File: config.mk
export PLATFORM = sky130hd
export DESIGN_NAME = cpu_lsu
export DESIGN_NICKNAME = d
export VERILOG_FILES = /design/src/rtl/cpu_lsu.sv
export SDC_FILE = /design/constraint.sdc
export NUM_CORES = 1
export LEC_CHECK = 0
export ABC_AREA = 1
export BUFFER_PORTS_ARGS = -buffer_cell sky130_fd_sc_hd__buf_4
export CAP_MARGIN = 15
export CORE_AREA = 4 4 161 163
export CTS_BUF_LIST = sky130_fd_sc_hd__clkbuf_8
export CTS_CLUSTER_SIZE = 30
export DETAILED_ROUTE_END_ITERATION = 8
export DIE_AREA = 0 0 165 167
export SETUP_SLACK_MARGIN = 0.5
export SLEW_MARGIN = 20
export SYNTH_ARGS = -nofsm -noshare
export SYNTH_HDL_FRONTEND = slang
export SYNTH_SLANG_ARGS = --single-unit
File: constraint.sdc
create_clock -name i_Clk -period 2.1 [get_ports i_Clk]
set_input_delay 0.21 -clock i_Clk [delete_from_list [all_inputs] [get_ports i_Clk]]
set_output_delay 0.21 -clock i_Clk [all_outputs]
set_load 0.05 [all_outputs]
File: src/rtl/cpu_lsu.sv
// Load/store unit: one request at a time over valid/ready, req/ack bus cycles with
// wait states, optional two-beat split of misaligned accesses, and per-beat timeout.
module cpu_lsu #(
    parameter int BUS_WORD_ADDR_WIDTH = 16,
    parameter int ALLOW_MISALIGNED    = 1,
    parameter int TIMEOUT_CYCLES      = 255
) (
    input  logic                           i_Clk,
    input  logic                           i_Rst,
    input  logic                           i_Req_Valid,
    output logic                           o_Req_Ready,
    input  logic [31:0]                    i_Req_Addr,
    input  logic                           i_Req_WE,
    input  logic [2:0]                     i_Req_Mode,
    input  logic [31:0]                    i_Req_WD,
    output logic                           o_Rsp_Valid,
    output logic [31:0]                    o_Rsp_RD,
    output logic                           o_Rsp_Err,
    output logic                           o_Bus_Req,
    input  logic                           i_Bus_Ack,
    output logic [BUS_WORD_ADDR_WIDTH-1:0] o_Bus_Addr,
    output logic                           o_Bus_WE,
    output logic [3:0]                     o_Bus_ByteEn,
    output logic [31:0]                    o_Bus_WD,
    input  logic [31:0]                    i_Bus_RD
);

    localparam int AW = BUS_WORD_ADDR_WIDTH;
    localparam int TW = (TIMEOUT_CYCLES > 1) ? $clog2(TIMEOUT_CYCLES) : 1;
    localparam logic [TW-1:0] TO_LAST = TW'((TIMEOUT_CYCLES > 0) ? TIMEOUT_CYCLES - 1 : 0);

    typedef enum logic [1:0] {IDLE, BEAT1, BEAT2, RESP} state_t;

    state_t state, state_next;

    logic [AW-1:0] waddr_q;
    logic [1:0]    off_q;
    logic [2:0]    mode_q;
    logic          we_q;
    logic [31:0]   wd_q;
    logic          split_q;
    logic [31:0]   rd_lo_q;
    logic [TW-1:0] tcnt_q;
    logic [31:0]   rsp_rd_q;
    logic          rsp_err_q;

    logic        accept, mode_bad, addr_bad, misaligned, req_err, beat, timeout_hit;
    logic [63:0] rd_raw;
    logic [31:0] rd_sh, rd_ext;
    logic [3:0]  be_base;
    logic [7:0]  be_wide;
    logic [63:0] wd_wide;

    assign accept     = (state == IDLE) && i_Req_Valid;
    assign mode_bad   = (i_Req_Mode[1:0] == 2'b11) || (i_Req_Mode[2] && (i_Req_Mode[1] || i_Req_WE));
    assign addr_bad   = (i_Req_Addr >> (AW + 2)) != 32'd0;
    assign misaligned = ((i_Req_Mode[1:0] == 2'b01) && (i_Req_Addr[1:0] == 2'b11)) ||
                        ((i_Req_Mode[1:0] == 2'b10) && (i_Req_Addr[1:0] != 2'b00));
    assign req_err    = mode_bad || addr_bad || (misaligned && (ALLOW_MISALIGNED == 0));
    assign beat       = (state == BEAT1) || (state == BEAT2);
    assign timeout_hit = (TIMEOUT_CYCLES != 0) && beat && !i_Bus_Ack && (tcnt_q == TO_LAST);

    always_ff @(posedge i_Clk or negedge i_Rst) begin
        if (!i_Rst) state <= IDLE;
        else        state <= state_next;
    end

    always_comb begin
        state_next = state;
        case (state)
            IDLE:  if (accept) state_next = req_err ? RESP : BEAT1;
            BEAT1: begin
                if (i_Bus_Ack)        state_next = split_q ? BEAT2 : RESP;
                else if (timeout_hit) state_next = RESP;
            end
            BEAT2: if (i_Bus_Ack || timeout_hit) state_next = RESP;
            RESP:  state_next = IDLE;
            default: state_next = IDLE;
        endcase
    end

    // A split access is the 64-bit window {next word, this word} viewed from the byte offset.
    always_comb begin
        rd_raw = (state == BEAT2) ? {i_Bus_RD, rd_lo_q} : {32'd0, i_Bus_RD};
        rd_sh  = 32'(rd_raw >> {off_q, 3'b000});
        case (mode_q)
            3'b000:  rd_ext = {{24{rd_sh[7]}}, rd_sh[7:0]};
            3'b001:  rd_ext = {{16{rd_sh[15]}}, rd_sh[15:0]};
            3'b100:  rd_ext = {24'd0, rd_sh[7:0]};
            3'b101:  rd_ext = {16'd0, rd_sh[15:0]};
            default: rd_ext = rd_sh;
        endcase
        case (mode_q[1:0])
            2'b00:   be_base = 4'b0001;
            2'b01:   be_base = 4'b0011;
            default: be_base = 4'b1111;
        endcase
        be_wide = {4'd0, be_base} << off_q;
        wd_wide = {32'd0, wd_q} << {off_q, 3'b000};
    end

    always_comb begin
        o_Req_Ready  = (state == IDLE);
        o_Rsp_Valid  = (state == RESP);
        o_Rsp_RD     = rsp_rd_q;
        o_Rsp_Err    = rsp_err_q;
        o_Bus_Req    = 1'b0;
        o_Bus_Addr   = '0;
        o_Bus_WE     = 1'b0;
        o_Bus_ByteEn = '0;
        o_Bus_WD     = '0;
        case (state)
            BEAT1: begin
                o_Bus_Req    = 1'b1;
                o_Bus_Addr   = waddr_q;
                o_Bus_WE     = we_q;
                o_Bus_ByteEn = be_wide[3:0];
                o_Bus_WD     = wd_wide[31:0];
            end
            BEAT2: begin
                o_Bus_Req    = 1'b1;
                o_Bus_Addr   = waddr_q + AW'(1);
                o_Bus_WE     = we_q;
                o_Bus_ByteEn = be_wide[7:4];
                o_Bus_WD     = wd_wide[63:32];
            end
            default: ;
        endcase
    end

    always_ff @(posedge i_Clk or negedge i_Rst) begin
        if (!i_Rst) begin
            waddr_q   <= '0;
            off_q     <= '0;
            mode_q    <= '0;
            we_q      <= 1'b0;
            wd_q      <= '0;
            split_q   <= 1'b0;
            rd_lo_q   <= '0;
            tcnt_q    <= '0;
            rsp_rd_q  <= '0;
            rsp_err_q <= 1'b0;
        end else begin
            if (accept) begin
                waddr_q <= i_Req_Addr[AW+1:2];
                off_q   <= i_Req_Addr[1:0];
                mode_q  <= i_Req_Mode;
                we_q    <= i_Req_WE;
                wd_q    <= i_Req_WD;
                split_q <= misaligned;
            end
            if (state != state_next) tcnt_q <= '0;
            else if (beat)           tcnt_q <= tcnt_q + TW'(1);
            if ((state == BEAT1) && i_Bus_Ack) rd_lo_q <= i_Bus_RD;
            if ((state_next == RESP) && (state != RESP)) begin
                if ((state == IDLE) || !i_Bus_Ack) begin
                    rsp_err_q <= 1'b1;
                    rsp_rd_q  <= '0;
                end else begin
                    rsp_err_q <= 1'b0;
                    rsp_rd_q  <= we_q ? 32'd0 : rd_ext;
                end
            end
        end
    end

endmodule

==> Word-level counts from Yosys, hierarchy flattened <==
Index checks and enable logic that the tools add are counted.
{ "totals": {"register_bits": 130, "in_bits": 104, "output_inout_bits": 89} }
{ "classes": {"add_sub_neg": 2, "eq_ne": 15, "shift": 3, "muxes": 20, "n_reduce_logical": 23} }
{ "op_table": {"columns": ["op", "n"], "rows": [
  ["$pmux 32 s4", 1],
  ["$mux 32", 2],
  ["$mux 64", 1],
  ["$pmux 32 s2", 1],
  ["$shl 32x5->64", 1],
  ["$shr 64x5->32", 1],
  ["$pmux 16 s2", 1],
  ["$reduce_bool 32->1", 1],
  ["$add 16x1->16 const B", 1],
  ["$mux 8", 2],
  ["$pmux 4 s2", 2],
  ["$eq 2x2->1 const B", 6],
  ["$mux 2", 5],
  ["$add 8x1->8 const B", 1],
  ["$eq 8x8->1 const B", 1],
  ["$logic_and 1x1->1", 8],
  ["$pmux 2 s4", 1],
  ["$shl 4x2->8", 1],
  ["$logic_or 1x1->1", 7],
  ["$eq 2x1->1 const B", 3],
  ["$eq 3x3->1 const B", 2],
  ["$logic_not 2->1", 2],
  ["$mux 1", 4],
  ["$reduce_bool 2->1", 2],
  ["other kinds (6)", 6]
]} }

==> Logic depth before layout (Yosys ltp) <==
Gate-level depths: netlist of the first run.
{ "logic_depth": {"depth_word": 9, "ltp_mapped": 15, "mapped_depth_nobuf": 13} }

==> Worst setup path before layout of the first run <==
Ideal clock, no wire load.
{ "synth_path": {"path_type": "register to output", "start": "register state[1]", "end": "output o_Bus_ByteEn[2]", "arrival_ps": 2841, "setup_slack_ps": -951, "path_stages_with_launch": 7, "path_buffers": 2, "path_cell_list": "dfrtp_1 -> inv_1 -> ha_1 -> buf_4 -> inv_1 -> clkbuf_1 -> o32ai_1"} }
{ "synth_via": {"elab_chain_len": 2} }
{ "synth_rtl": {"columns": ["item", "line_no", "rtl"], "rows": [
  ["start, declared", "34", "state_t state, state_next;"],
  ["start signal, assigned", "65", "else state <= state_next;"],
  ["$eq 2x2->1 or $eq 2x1->1 (tied branches)", "112", "case (state)"],
  ["$pmux 4 s2 (*)", "112", null],
  ["end, declared", "23", "output logic [3:0] o_Bus_ByteEn,"]
]} }
Every way passes the cells marked *; elsewhere a longest branch is shown, timed or not.

==> Worst setup path in the final report of the first run <==
{ "layout_path": {"start": "register state[0]", "end": "output o_Bus_WD[7]"} }
{ "layout_via": {"elab_chain_len": 2} }
{ "layout_rtl": {"columns": ["item", "line_no", "rtl"], "rows": [
  ["$eq 2x2->1 or $eq 2x1->1 (tied branches)", "112", null],
  ["$pmux 32 s2 (*)", "112", null],
  ["end, declared", "24", "output logic [31:0] o_Bus_WD,"]
]} }
Marked as above.

==> results by stage, run 1 <==
Die:
- The vertical extent of the die is 167 um.
- The floorplan die area is 0.02756 sq mm.
- For this design the top-level I/O count stands at 193.
- In this run the horizontal extent of the chip is 165 um.
- The area of the core is 0.02432 sq mm.
- The initial utilization of the core area, before any placement, comes to 33.74%.
- The number of placement rows is 57.

Synth:
- Synthesis produced a netlist whose cell count is 1196.
- The share of the Yosys chip area taken by registers is 39.65%.
- The portion of netlist area occupied by mux cells is 1.921%.
- Summing the areas of all and, or, nand and nor instances in the mapped netlist gives 32.54% of the synthesized area.
- The synthesized design spends more area on one cell type than any other, namely sky130_fd_sc_hd__dfrtp_1.
- The count of flip-flops with a built-in enable after synthesis is 0.
- Synthesis instantiated 39 different standard cells from the library.
- The synthesized netlist devotes 1.220% of its cell area to adder and majority cells.
- The main combinational cell family by area after synthesis is simple AND/OR/NAND/NOR gates.
- The net count after synthesis is 1308.
- Of the post-synthesis cell area, the dominant cell type holds 39.65%.
- Counting flops and latches in the post-synthesis netlist gives 130.
- For this run, asynchronously set or reset flops after synthesis account for 100.0%.
- The total number of yosys warnings is 0.
- The synthesized netlist occupies a cell area of 0.008205 sq mm.
- The synthesized-area fraction occupied by xor and xnor cells is 0.6404%.
- By area the synthesized netlist is led by sky130_fd_sc_hd__dfrtp_1, sky130_fd_sc_hd__nand2_1, sky130_fd_sc_hd__o21ai_0, sky130_fd_sc_hd__nand3_1, sky130_fd_sc_hd__a21oi_1.
- sky130_fd_sc_hd__nand2_1 is the most common cell in the netlist.
- Summing the areas of all compound-gate instances in the mapped netlist gives 16.15% of the synthesized area.
- In the synthesized netlist the dominant register cell turns out to be sky130_fd_sc_hd__dfrtp_1.
- The commonest cells after synthesis are sky130_fd_sc_hd__nand2_1, sky130_fd_sc_hd__dfrtp_1, sky130_fd_sc_hd__o21ai_0.
- The average footprint of a synthesized cell is 6.861 sq um.

Worst setup path:
- Walking the worst path, the cells encountered are inv_4 > ha_4 > clkinvlp_4 > buf_8 > nor2_4 > buf_6 > nand2_4 > a31oi_4 > buf_6.
- The critical path data arrival time is 2.13 ns.
- The sum of buffers and inverters on the critical path is 5.
- The largest single stage delay on the critical path is 0.43 ns.
- At the worst endpoint, the required time is 1.89 ns.
- The critical path startpoint category is a register.
- The critical-path cell with the highest stage delay is sky130_fd_sc_hd__dfrtp_2.
- The biggest fanout along the worst timing path is 5.
- The most numerous cell on the critical path is sky130_fd_sc_hd__buf_6.
- The critical path in this run is classified as register to primary output.
- The worst setup path is captured at a primary output.
- In this design, the largest share of critical-path delay is due to buffers and inverters.

Layout:
- The post-route netlist has 43.96% of its cells at a drive strength greater than 1.
- Compared with the post-synthesis result, the final layout area differs by 84.48%.
- The utilization of the core after routing is 62.24%.
- The number of nets in the layout is 1665.
- The filler cell count is 1989.

Timing:
- In this run the tightest slew margin relative to its limit is 64.19%.
- For the pin with the worst max-slew slack, the measured transition is 0.5315 ns.
- The achievable clock frequency is 426.9 MHz.
- The number of max-slew violations in the final report is 0.
- The clock arrives with 0.01396 ns of skew.
- Setup repair after global routing could not meet its margin everywhere.
- The worst hold margin is 0.007117 ns.
- The final setup violation count is 85.
- The final critical path time including I/O delays and setup is 2.343 ns.
- The worst-case setup margin in the final layout is -0.2427 ns.
- After layout, the worst path uses 111.6% of the clock period.
- The number of hold violations in the final report is 0.

Power:
- The worst-case IR drop observed on VDD is 1021 uV.
- Power spread over the standard cell area amounts to 1869 mW/mm^2.
- Summed over all cells, the static leakage comes to 0.006987 uW.

Routing:
- After detailed routing, the number of vias per cell comes to 5.237.
- The remaining design rule violation count is 0.
- Dividing the detail-routed wire length by the instance count gives 19.15 um.
- Before antenna repair, the detailed router went through 5 iterations.
- After the first detailed-routing iteration, the DRC count stood at 647.
- The routed wire length is 36220 um.
- The via total after detailed routing is 9904.
- The detail route stage leaves a number of antenna-violating nets equal to 0.

Clock network:
- The clock reaches the later pin of the worst-skew pair after 0.47 ns.
- In this run the deepest clock path goes through 2 buffers.
- The root buffer cell is sky130_fd_sc_hd__clkbuf_8.
- The number of CTS-inserted buffers is 17.
- After clock tree synthesis, the clock-pin slew on the worst setup and hold paths is 0.08 ns.
- CTS built an H-tree with a depth of 4.
- The clock tree from TritonCTS is yes.
- The clock sink count is 130.

GRT:
- The total routing resource utilization after global routing is 25.25%.
- Entering global routing, the biggest net connects 62 pins.
- The number of global-route vias before repair is 10030.
- The number of antenna violations at the first check in global routing is 2.
- The global-route wire length before repair is 54390 um.
- After global routing the overflow that remains totals 0.

Min path:
- The tightest min-delay check is of the input pin to register type.

Place:
- The placer congestion estimate is 0.8990.
- In this run the tool buffered the top-level ports with 192 buffer cells.
- The detailed-placement wirelength estimate is 22020 um.
- The post-placement worst setup slack is 0.001573 ns.

Status:
- The run finished, with violations left.
- The checks that failed: negative setup slack.

Job:
- The tool flagged a number of max-cap violations equal to 0.
-- what timing repair did --
item	CTS	global route
setup endpoints to repair	157	177
pin swaps	68	59
cloned	21	4
resized for setup	275	200
endpoints found under the hold margin	103	0
hold buffers	56	0
buffers inserted	52	24
-- kinds of logic after synthesis --
| kind of cell | Yosys count |
|---|---|
| adder cells (fa/ha/maj) | 8 |
| buffers and inverters | 146 |
| multiplexers | 14 |
| flip-flops | 130 |
| AO/OA/AOI/OAI | 243 |
| XOR/XNOR | 6 |
| AND/OR/NAND/NOR | 649 |
-- metrics by stage --
step,instance area [sq um],std cells,TNS [ns],power [uW]
3_5_place_dp,11100,1701,0,18180
2_1_floorplan,9151,1196,0,14380
6_report,15140,1891,-13.28,28290
3_3_place_gp,11100,1701,0,18110
5_1_grt,15140,1891,-21.58,29700
4_1_cts,14090,1861,-11.80,25860
-- placed cells by master, fill, tap and decap left out, types with 9 or more instances in the layout --
cell                              n
sky130_fd_sc_hd__inv_1           63
sky130_fd_sc_hd__nor2_2          13
sky130_fd_sc_hd__buf_6           72
sky130_fd_sc_hd__o21ai_0         60
sky130_fd_sc_hd__a21oi_4         24
sky130_fd_sc_hd__a31oi_4         14
sky130_fd_sc_hd__nand2_2         63
sky130_fd_sc_hd__o21ai_4         14
sky130_fd_sc_hd__buf_8           26
sky130_fd_sc_hd__clkbuf_8        19
sky130_fd_sc_hd__o21ai_1         23
sky130_fd_sc_hd__nand3_1         47
sky130_fd_sc_hd__dfrtp_1        126
sky130_fd_sc_hd__mux2_4          14
sky130_fd_sc_hd__buf_4          199
sky130_fd_sc_hd__nand2_4         33
sky130_fd_sc_hd__o21ai_2         31
sky130_fd_sc_hd__a21oi_1         35
sky130_fd_sc_hd__buf_12          29
sky130_fd_sc_hd__nand2_1        386
sky130_fd_sc_hd__nor2_1          36
sky130_fd_sc_hd__buf_16          18
sky130_fd_sc_hd__dlygate4sd3_1   56
sky130_fd_sc_hd__nand3_2         31
sky130_fd_sc_hd__nor2_4           9
-- final cells by class --
type / count / area (sq um) / share of cell area (%)
Multi-Input combinational cell: 920 / 6182 / 40.84
Timing Repair Buffer: 405 / 4472 / 29.54
Sequential cell: 130 / 3258 / 21.52
Tap cell: 324 / 405.4 / 2.678
Inverter: 78 / 347.8 / 2.298
Clock buffer: 19 / 261.5 / 1.728
Clock inverter: 12 / 188.9 / 1.248
Timing Repair inverter: 1 / 16.27 / 0.1075
Antenna cell: 2 / 5.005 / 0.03306
-- worst min-delay path: stages --
cell and delay, ns:
sky130_fd_sc_hd__buf_4 0.07, sky130_fd_sc_hd__inv_1 0.04, sky130_fd_sc_hd__o21ai_2 0.11
-- report_power, final --
part           switching [uW]  leakage, uW  internal, uW
Sequential                990      0.00165          3590
Clock                    1110     0.000234          1460
Combinational           12300      0.00510          8880
-- layer usage --
layer  wire, um  part of all wire [%]  vias up  global-route usage, %
li1           -                     -     4656                      -
met1      13920                    38     4801                  29.99
met2      18620                    51      358                  44.32
met3       2595                   7.2       89                  6.723
met4       1079                   3.0        0                  7.523
met5          0                     0        -                      0
-- registers in the layout, indices dropped and copies added, names as in the netlist --
| signal | count |
|---|---|
| state | 2 |
| split_q | 1 |
| o_Rsp_RD | 32 |
| o_Rsp_Err | 1 |
| we_q | 1 |
| rd_lo_q | 32 |
| off_q | 2 |
| tcnt_q | 8 |
| waddr_q | 16 |
| mode_q | 3 |
| wd_q | 32 |
-- path summary, 6_finish.rpt --
kind                                         startpoint                       to  slack [ns]  cells after the start
worst min register to register  o_Rsp_RD[9]$_DFFE_PN0P_  o_Rsp_RD[9]$_DFFE_PN0P_        0.49                      2
max in group asynchronous                         i_Rst       state[0]$_DFF_PN0_        1.13                      3
worst max register to register       state[0]$_DFF_PN0_  o_Rsp_RD[8]$_DFFE_PN0P_       -0.22                     17
worst min-delay path                       i_Bus_RD[25]  rd_lo_q[25]$_DFFE_PN0P_       0.007                      3
worst max-delay path                 state[0]$_DFF_PN0_              o_Bus_WD[7]       -0.24                      9
min in group asynchronous                         i_Rst  rd_lo_q[25]$_DFFE_PN0P_        0.26                      2
Power figures use the tool's default switching activity.
==> run 2, diff against run 1 <==
- SETUP_SLACK_MARGIN: 0.5 -> 0.3
==> results by stage, run 2 (same netlist as run 1, synthesis figures left out) <==
Status:
- The run finished, with violations left.
- The final reports fail on negative setup slack.

Routing:
- The routed wire length was 33400 um (-7.8%).
- The first-pass iteration count of the detailed router is 5 (unchanged).
- The remaining design rule violation count is 0 (unchanged).
- The total routed wire length on the met1 layer is 13560 um (-2.6%).
- The via total after detailed routing came to 9565 (-3.4%).
- The total met2 wirelength after detailed routing is 16490 um (-11%).
- The routed length per placed instance is 17.93 um (-6.4%).
- The number of vias per cell after detailed routing is 5.134 (-2.0%).
- The residual antenna-violating net count after detailed routing is 0 (unchanged).
- Routed signal wires occupy layers up through met4.
- The length of routed met3 wiring is 2390 um (-7.9%).
- The initial DRC count was 756 (+17%).

Place:
- The detailed-placement wirelength estimate is 22140 um (+0.51%).
- The post-placement worst setup slack is 0.04020 ns (+0.03863 ns).
- The count of input and output buffers is 192 (unchanged).
- The post-detailed-placement cell area is 0.01112 sq mm (+0.19%).
- The placer congestion estimate was 0.9346 (+4.0%).

Timing:
- The final setup skew is 0.009493 ns (-0.004464 ns).
- The final critical path time including I/O delays and setup is 2.371 ns (+0.02799 ns).
- The number of max-slew violations in the final report came to 0 (unchanged).
- The achievable clock frequency was 421.8 MHz (-1.2%).
- The total negative setup slack is -15.51 ns (-2.229 ns).
- The headroom to the max-slew limit is 60.80% (-3.4 points).
- The final setup violation count is 94 (+11%).
- Setup repair after global routing could not meet its margin everywhere.
- The measured slew at the worst slew-check pin came to 0.5819 ns (+0.05040 ns).
- The number of hold violations in the final report came to 0 (unchanged).
- The final worst-path cycle share was 112.9% (+1.3 points).
- The worst-case setup margin in the final layout is -0.2707 ns (-0.02799 ns).

GRT:
- The remaining global-route overflow came to 0 (unchanged).
- The global-route wire length before repair is 52810 um (-2.9%).
- The number of antenna violations at the first check in global routing is 1 (-1).
- The number of global-route vias before repair is 9556 (-4.7%).
- The total routing resource utilization after global routing came to 24.47% (-0.79 points).
- The pin count of the biggest net entering global routing is 76 (+23%).

Layout:
- The most common cell after layout, fill and taps aside is sky130_fd_sc_hd__nand2_1.
- The area growth from synthesis to layout is 73.54%.
- The utilization of the core after routing is 58.55% (-3.7 points).
- In the layout the commonest cells are sky130_fd_sc_hd__nand2_1, sky130_fd_sc_hd__buf_4, sky130_fd_sc_hd__dfrtp_1.
- The ratio of cells with drive above 1 in the final layout came to 39.99% (-4.0 points).
- The number of nets in the layout is 1637 (-1.7%).
- The final non-filler cell area is 0.01424 sq mm (-5.9%).

Job:
- The count of maximum capacitance violations is 0 (unchanged).

Clock network:
- The H-tree depth was 4 (unchanged).
- The clock slew at the register clock pins of the worst setup and hold paths is 0.09 ns (about the same).
- The clock sink count is 130 (unchanged).
- The clock tree from TritonCTS is yes.
- The root buffer cell chosen for the clock tree is sky130_fd_sc_hd__clkbuf_8.
- The later-pin clock latency in the skew report is 0.45 ns (-0.02 ns).
- The clock tree buffer depth is 2 (unchanged).
- The number of CTS-inserted buffers came to 17 (unchanged).

Worst setup path:
- The worst path required time came to 1.89 ns (about the same).
- The biggest fanout along the worst timing path is 5 (unchanged).
- The critical path data arrival time was 2.16 ns (+0.03 ns).
- STA classifies the critical path startpoint as a register.
- The worst setup path is of the register to primary output kind.
- The type of destination of the critical path is a primary output.

Die:
- The area of the core is 0.02432 sq mm (unchanged).
- The width of the chip is 165 um (unchanged).
- The floorplan die area is 0.02756 sq mm (unchanged).
- The number of placement rows was 57 (unchanged).
- The boundary pin count is 193 (unchanged).
- The vertical extent of the die is 167 um (unchanged).
- The starting density of the core came to 33.74% (unchanged).

Power:
- The maximum VDD drop was 806.0 uV (-21%).
- The final total power is 25920 uW (-8.4%).
- The static leakage is 0.006670 uW (-4.5%).
- The cell area power density came to 1820 mW/mm^2 (-2.6%).

Min path:
- The min-delay analysis places its worst path in the category input pin to register.
-- run 2: routing by layer --
| metal | vias up | global-route usage, % |
|---|---|---|
| met3 | 53 | 6.896 |
| met5 | - | 0 |
| met4 | 0 | 7.703 |
| met1 | 4559 | 30.37 |
| li1 | 4582 | - |
| met2 | 371 | 40.96 |
-- run 2: worst paths after layout --
| path | startpoint | endpoint | slack (ns) | depth (start not counted) |
|---|---|---|---|---|
| max | state[0]$_DFF_PN0_ | o_Bus_WD[7] | -0.27 | 8 |
| min | i_Req_WD[0] | wd_q[0]$_DFFE_PN0P_ | 0.03 | 3 |
| max reg2reg | state[0]$_DFF_PN0_ | o_Rsp_RD[22]$_DFFE_PN0P_ | -0.23 | 18 |
| min reg2reg | rd_lo_q[31]$_DFFE_PN0P_ | rd_lo_q[31]$_DFFE_PN0P_ | 0.48 | 2 |
| max in group asynchronous | i_Rst | off_q[1]$_DFFE_PN0P_ | 1.04 | 3 |
| min in group asynchronous | i_Rst | rd_lo_q[25]$_DFFE_PN0P_ | 0.29 | 2 |
-- run 2: worst max-delay path, cell delays in order, from the launching register on --
cell,delay [ns]
sky130_fd_sc_hd__dfrtp_2,0.44
sky130_fd_sc_hd__inv_4,0.09
sky130_fd_sc_hd__ha_4,0.18
sky130_fd_sc_hd__clkinvlp_4,0.15
sky130_fd_sc_hd__buf_6,0.17
sky130_fd_sc_hd__nor2_4,0.21
sky130_fd_sc_hd__nand2_2,0.11
sky130_fd_sc_hd__a31oi_4,0.19
sky130_fd_sc_hd__buf_6,0.18
-- run 2: layout make-up --
type	instances	area, sq um
well taps	324	405.4
multi-input cells	921	5852
clock buffers	18	247.7
repair buffers	376	3964
inverters	78	342.8
fillers	2127	10080
flip-flops and latches	130	3257
clock inverters	14	152.6
diodes	1	2.502
repair inverters	1	16.27
-- run 2: where the power goes --
part	switching, uW	total [uW]	leakage [uW]	internal [uW]
clock network	1170	2270	0.000193	1100
logic	11400	19100	0.00483	7760
registers	949	4540	0.00165	3590
-- run 2: per-stage QoR --
stage	std cells	hold slack, ns
finish	1863	0.02985
global route	1863	-0.005083
CTS	1835	0.007215
detailed placement	1706	0.2311
global placement	1706	0.2315
floorplan	1196	-0.08559
-- run 2: repair_timing --
item,4_1_cts,5_1_grt
setup buffers,31,22
pin swaps,58,47
hold buffers,52,5
hold endpoints to repair,101,5
resized for setup,271,89
endpoints found under the setup margin,94,96
gates cloned,14,0
==> run 3, diff against run 2 <==
- SKIP_LAST_GASP: unset -> 1
==> results by stage, run 3 (same netlist as run 1, synthesis figures left out) <==
Power:
- The net switching share of the total power was 51.98% (about the same).
- The internal cell power came to 12510 uW (+0.47%).
- The cell area power density is 1820 mW/mm^2 (about the same).
- The clock network fraction of total power is 8.7% (about the same).
- The static leakage came to 0.006725 uW (+0.82%).
- The final total power was 26050 uW (+0.48%).
- The portion of total power attributed to combinational logic is 73.9% (+0.2 points).
- The maximum VDD drop is 815.7 uV (+1.2%).
- The power spent charging and discharging nets is 13540 uW (+0.49%).
- The sequential group share of total power is 17.4% (about the same).

Clock network:
- Clock tree synthesis selected as its root buffer the cell sky130_fd_sc_hd__clkbuf_8.
- The later-pin clock latency in the skew report is 0.46 ns (about the same).
- The clock sink count is 130 (unchanged).
- The clock slew at the register clock pins of the worst setup and hold paths was 0.08 ns (about the same).
- The number of CTS-inserted buffers is 17 (unchanged).
- The clock tree buffer depth came to 2 (unchanged).
- The H-tree depth came to 4 (unchanged).
- TritonCTS built the clock tree.

Routing:
- The first-pass iteration count of the detailed router is 7 (+2).
- The via total after detailed routing is 9580 (+0.16%).
- The number of vias per cell after detailed routing is 5.120 (-0.27%).
- The residual antenna-violating net count after detailed routing is 0 (unchanged).
- The routed length per placed instance is 17.89 um (-0.20%).
- The routed wire length is 33480 um (+0.23%).
- The remaining design rule violation count is 0 (unchanged).
- The initial DRC count is 657 (-13%).

Place:
- The placer congestion estimate is 0.9346 (unchanged).
- The detailed-placement wirelength estimate is 22140 um (unchanged).
- The count of input and output buffers was 192 (unchanged).

Worst setup path:
- The critical path data arrival time came to 2.11 ns (-0.05 ns).
- The biggest fanout along the worst timing path is 5 (unchanged).
- The critical path is of the register to primary output type.
- The worst setup path is captured at a primary output.
- The worst path required time is 1.89 ns (about the same).
- The register-to-register path setup slack was -0.17 ns (+0.06 ns).
- The worst setup path is launched from a register.

Layout:
- The area growth from synthesis to layout is 74.46%.
- In the layout the commonest cells are sky130_fd_sc_hd__nand2_1, sky130_fd_sc_hd__buf_4, sky130_fd_sc_hd__dfrtp_1.
- The utilization of the core after routing was 58.86% (+0.31 points).
- The ratio of cells with drive above 1 in the final layout came to 40.30% (+0.31 points).
- The number of nets in the layout is 1645 (+0.49%).
- Leaving out fill and tap cells, the most frequent cell in the layout is sky130_fd_sc_hd__nand2_1.

GRT:
- The number of global-route vias before repair is 9547 (-0.094%).
- The remaining global-route overflow is 0 (unchanged).
- The total routing resource utilization after global routing is 24.38% (-0.088 points).
- The number of antenna violations at the first check in global routing is 1 (unchanged).
- The pin count of the biggest net entering global routing is 76 (unchanged).
- The global-route wire length before repair was 52650 um (-0.31%).

Timing:
- The worst-case setup margin in the final layout is -0.2188 ns (+0.05186 ns).
- The measured slew at the worst slew-check pin is 0.5834 ns (+0.001549 ns).
- Setup repair after global routing could not meet its margin everywhere.
- The achievable clock frequency is 431.3 MHz (+2.2%).
- The number of hold violations in the final report is 0 (unchanged).
- The headroom to the max-slew limit is 61.10% (+0.31 points).
- The final setup skew is 0.01191 ns (+0.002421 ns).
- The number of max-slew violations in the final report is 0 (unchanged).
- The final worst-path cycle share is 110.4% (-2.5 points).
- The final setup violation count is 94 (unchanged).
- The final critical path time including I/O delays and setup is 2.319 ns (-0.05186 ns).

Min path:
- The class of the tightest hold or removal check is input pin to register.

Die:
- The number of placement rows is 57 (unchanged).
- The floorplan die area is 0.02756 sq mm (unchanged).
- The width of the chip is 165 um (unchanged).
- The vertical extent of the die came to 167 um (unchanged).
- The area of the core is 0.02432 sq mm (unchanged).
- The starting density of the core was 33.74% (unchanged).
- The boundary pin count is 193 (unchanged).

Job:
- The count of maximum capacitance violations is 0 (unchanged).

Status:
- The final reports fail on negative setup slack.
- The run finished, with violations left.
run 3: cell types whose count changed in the layout (fill, tap and decap cells not counted), sizes merged:
cell and delta:
buf +5, dlygate4sd3 +2, clkbuf +1
run 3: through the flow:
step / instances / area (sq um) / hold WS (ns) / setup slack [ns] / TNS [ns]
2_1_floorplan: 1196 / 9138 / -0.08559 / 0.09899 / 0
3_3_place_gp: 1706 / 11120 / 0.2315 / 0.06339 / 0
3_5_place_dp: 1706 / 11120 / 0.2311 / 0.04020 / 0
4_1_cts: 1835 / 13590 / 0.007215 / -0.2617 / -12.31
5_1_grt: 1871 / 14320 / 0.007127 / -0.4133 / -23.83
6_report: 1871 / 14320 / 0.03778 / -0.2188 / -13.58
run 3: layer usage:
layer	vias up	wire [um]	GRT usage, %
li1	4607	-	-
met1	4586	13450	30.09
met2	334	16540	40.82
met3	53	2520	7.069
met4	0	973	7.776
met5	-	0	0
run 3: cell type report:
cell class	instances	area (sq um)
Fill cell	2116	10000
Clock inverter	14	152.6
Clock buffer	18	247.7
Antenna cell	1	2.502
Multi-Input combinational cell	921	5894
Sequential cell	130	3257
Inverter	78	342.8
Timing Repair Buffer	384	3996
Timing Repair inverter	1	16.27
Tap cell	324	405.4
run 3: worst paths after layout:
path	startpoint	endpoint	depth (start not counted)
max in group asynchronous	i_Rst	off_q[1]$_DFFE_PN0P_	3
worst min register to register	o_Rsp_RD[11]$_DFFE_PN0P_	o_Rsp_RD[11]$_DFFE_PN0P_	2
worst min-delay path	i_Req_WD[0]	wd_q[0]$_DFFE_PN0P_	3
worst max register to register	state[0]$_DFF_PN0_	o_Rsp_RD[16]$_DFFE_PN0P_	18
worst max-delay path	state[0]$_DFF_PN0_	o_Bus_WD[2]	8
min in group asynchronous	i_Rst	rd_lo_q[25]$_DFFE_PN0P_	2
run 3: what timing repair did:
item                                    in CTS  in global routing
endpoints found under the setup margin      94                 96
gates resized for setup                    254                115
hold buffers                                52                  7
setup buffers                               31                 27
gates cloned                                14                  1
endpoints found under the hold margin      101                  7
pin swaps                                   57                 47
run 3: critical path, stage by stage (launching register included):
cell                         delay, ns
sky130_fd_sc_hd__dfrtp_2          0.43
sky130_fd_sc_hd__inv_4            0.08
sky130_fd_sc_hd__ha_4             0.17
sky130_fd_sc_hd__clkinvlp_4       0.15
sky130_fd_sc_hd__buf_6            0.17
sky130_fd_sc_hd__nor2_4           0.21
sky130_fd_sc_hd__nand2_2          0.11
sky130_fd_sc_hd__a31oi_4          0.14
sky130_fd_sc_hd__buf_6            0.18
run 3: power groups by stage:
stage	Combinational, uW	Sequential (uW)	Clock, uW
5_1_grt	20500	4670	2450
4_1_cts	17600	4480	2310
3_5_place_dp	13700	4460	0
2_1_floorplan	9320	5050	0
6_report	19200	4540	2270
3_3_place_gp	13600	4450	0
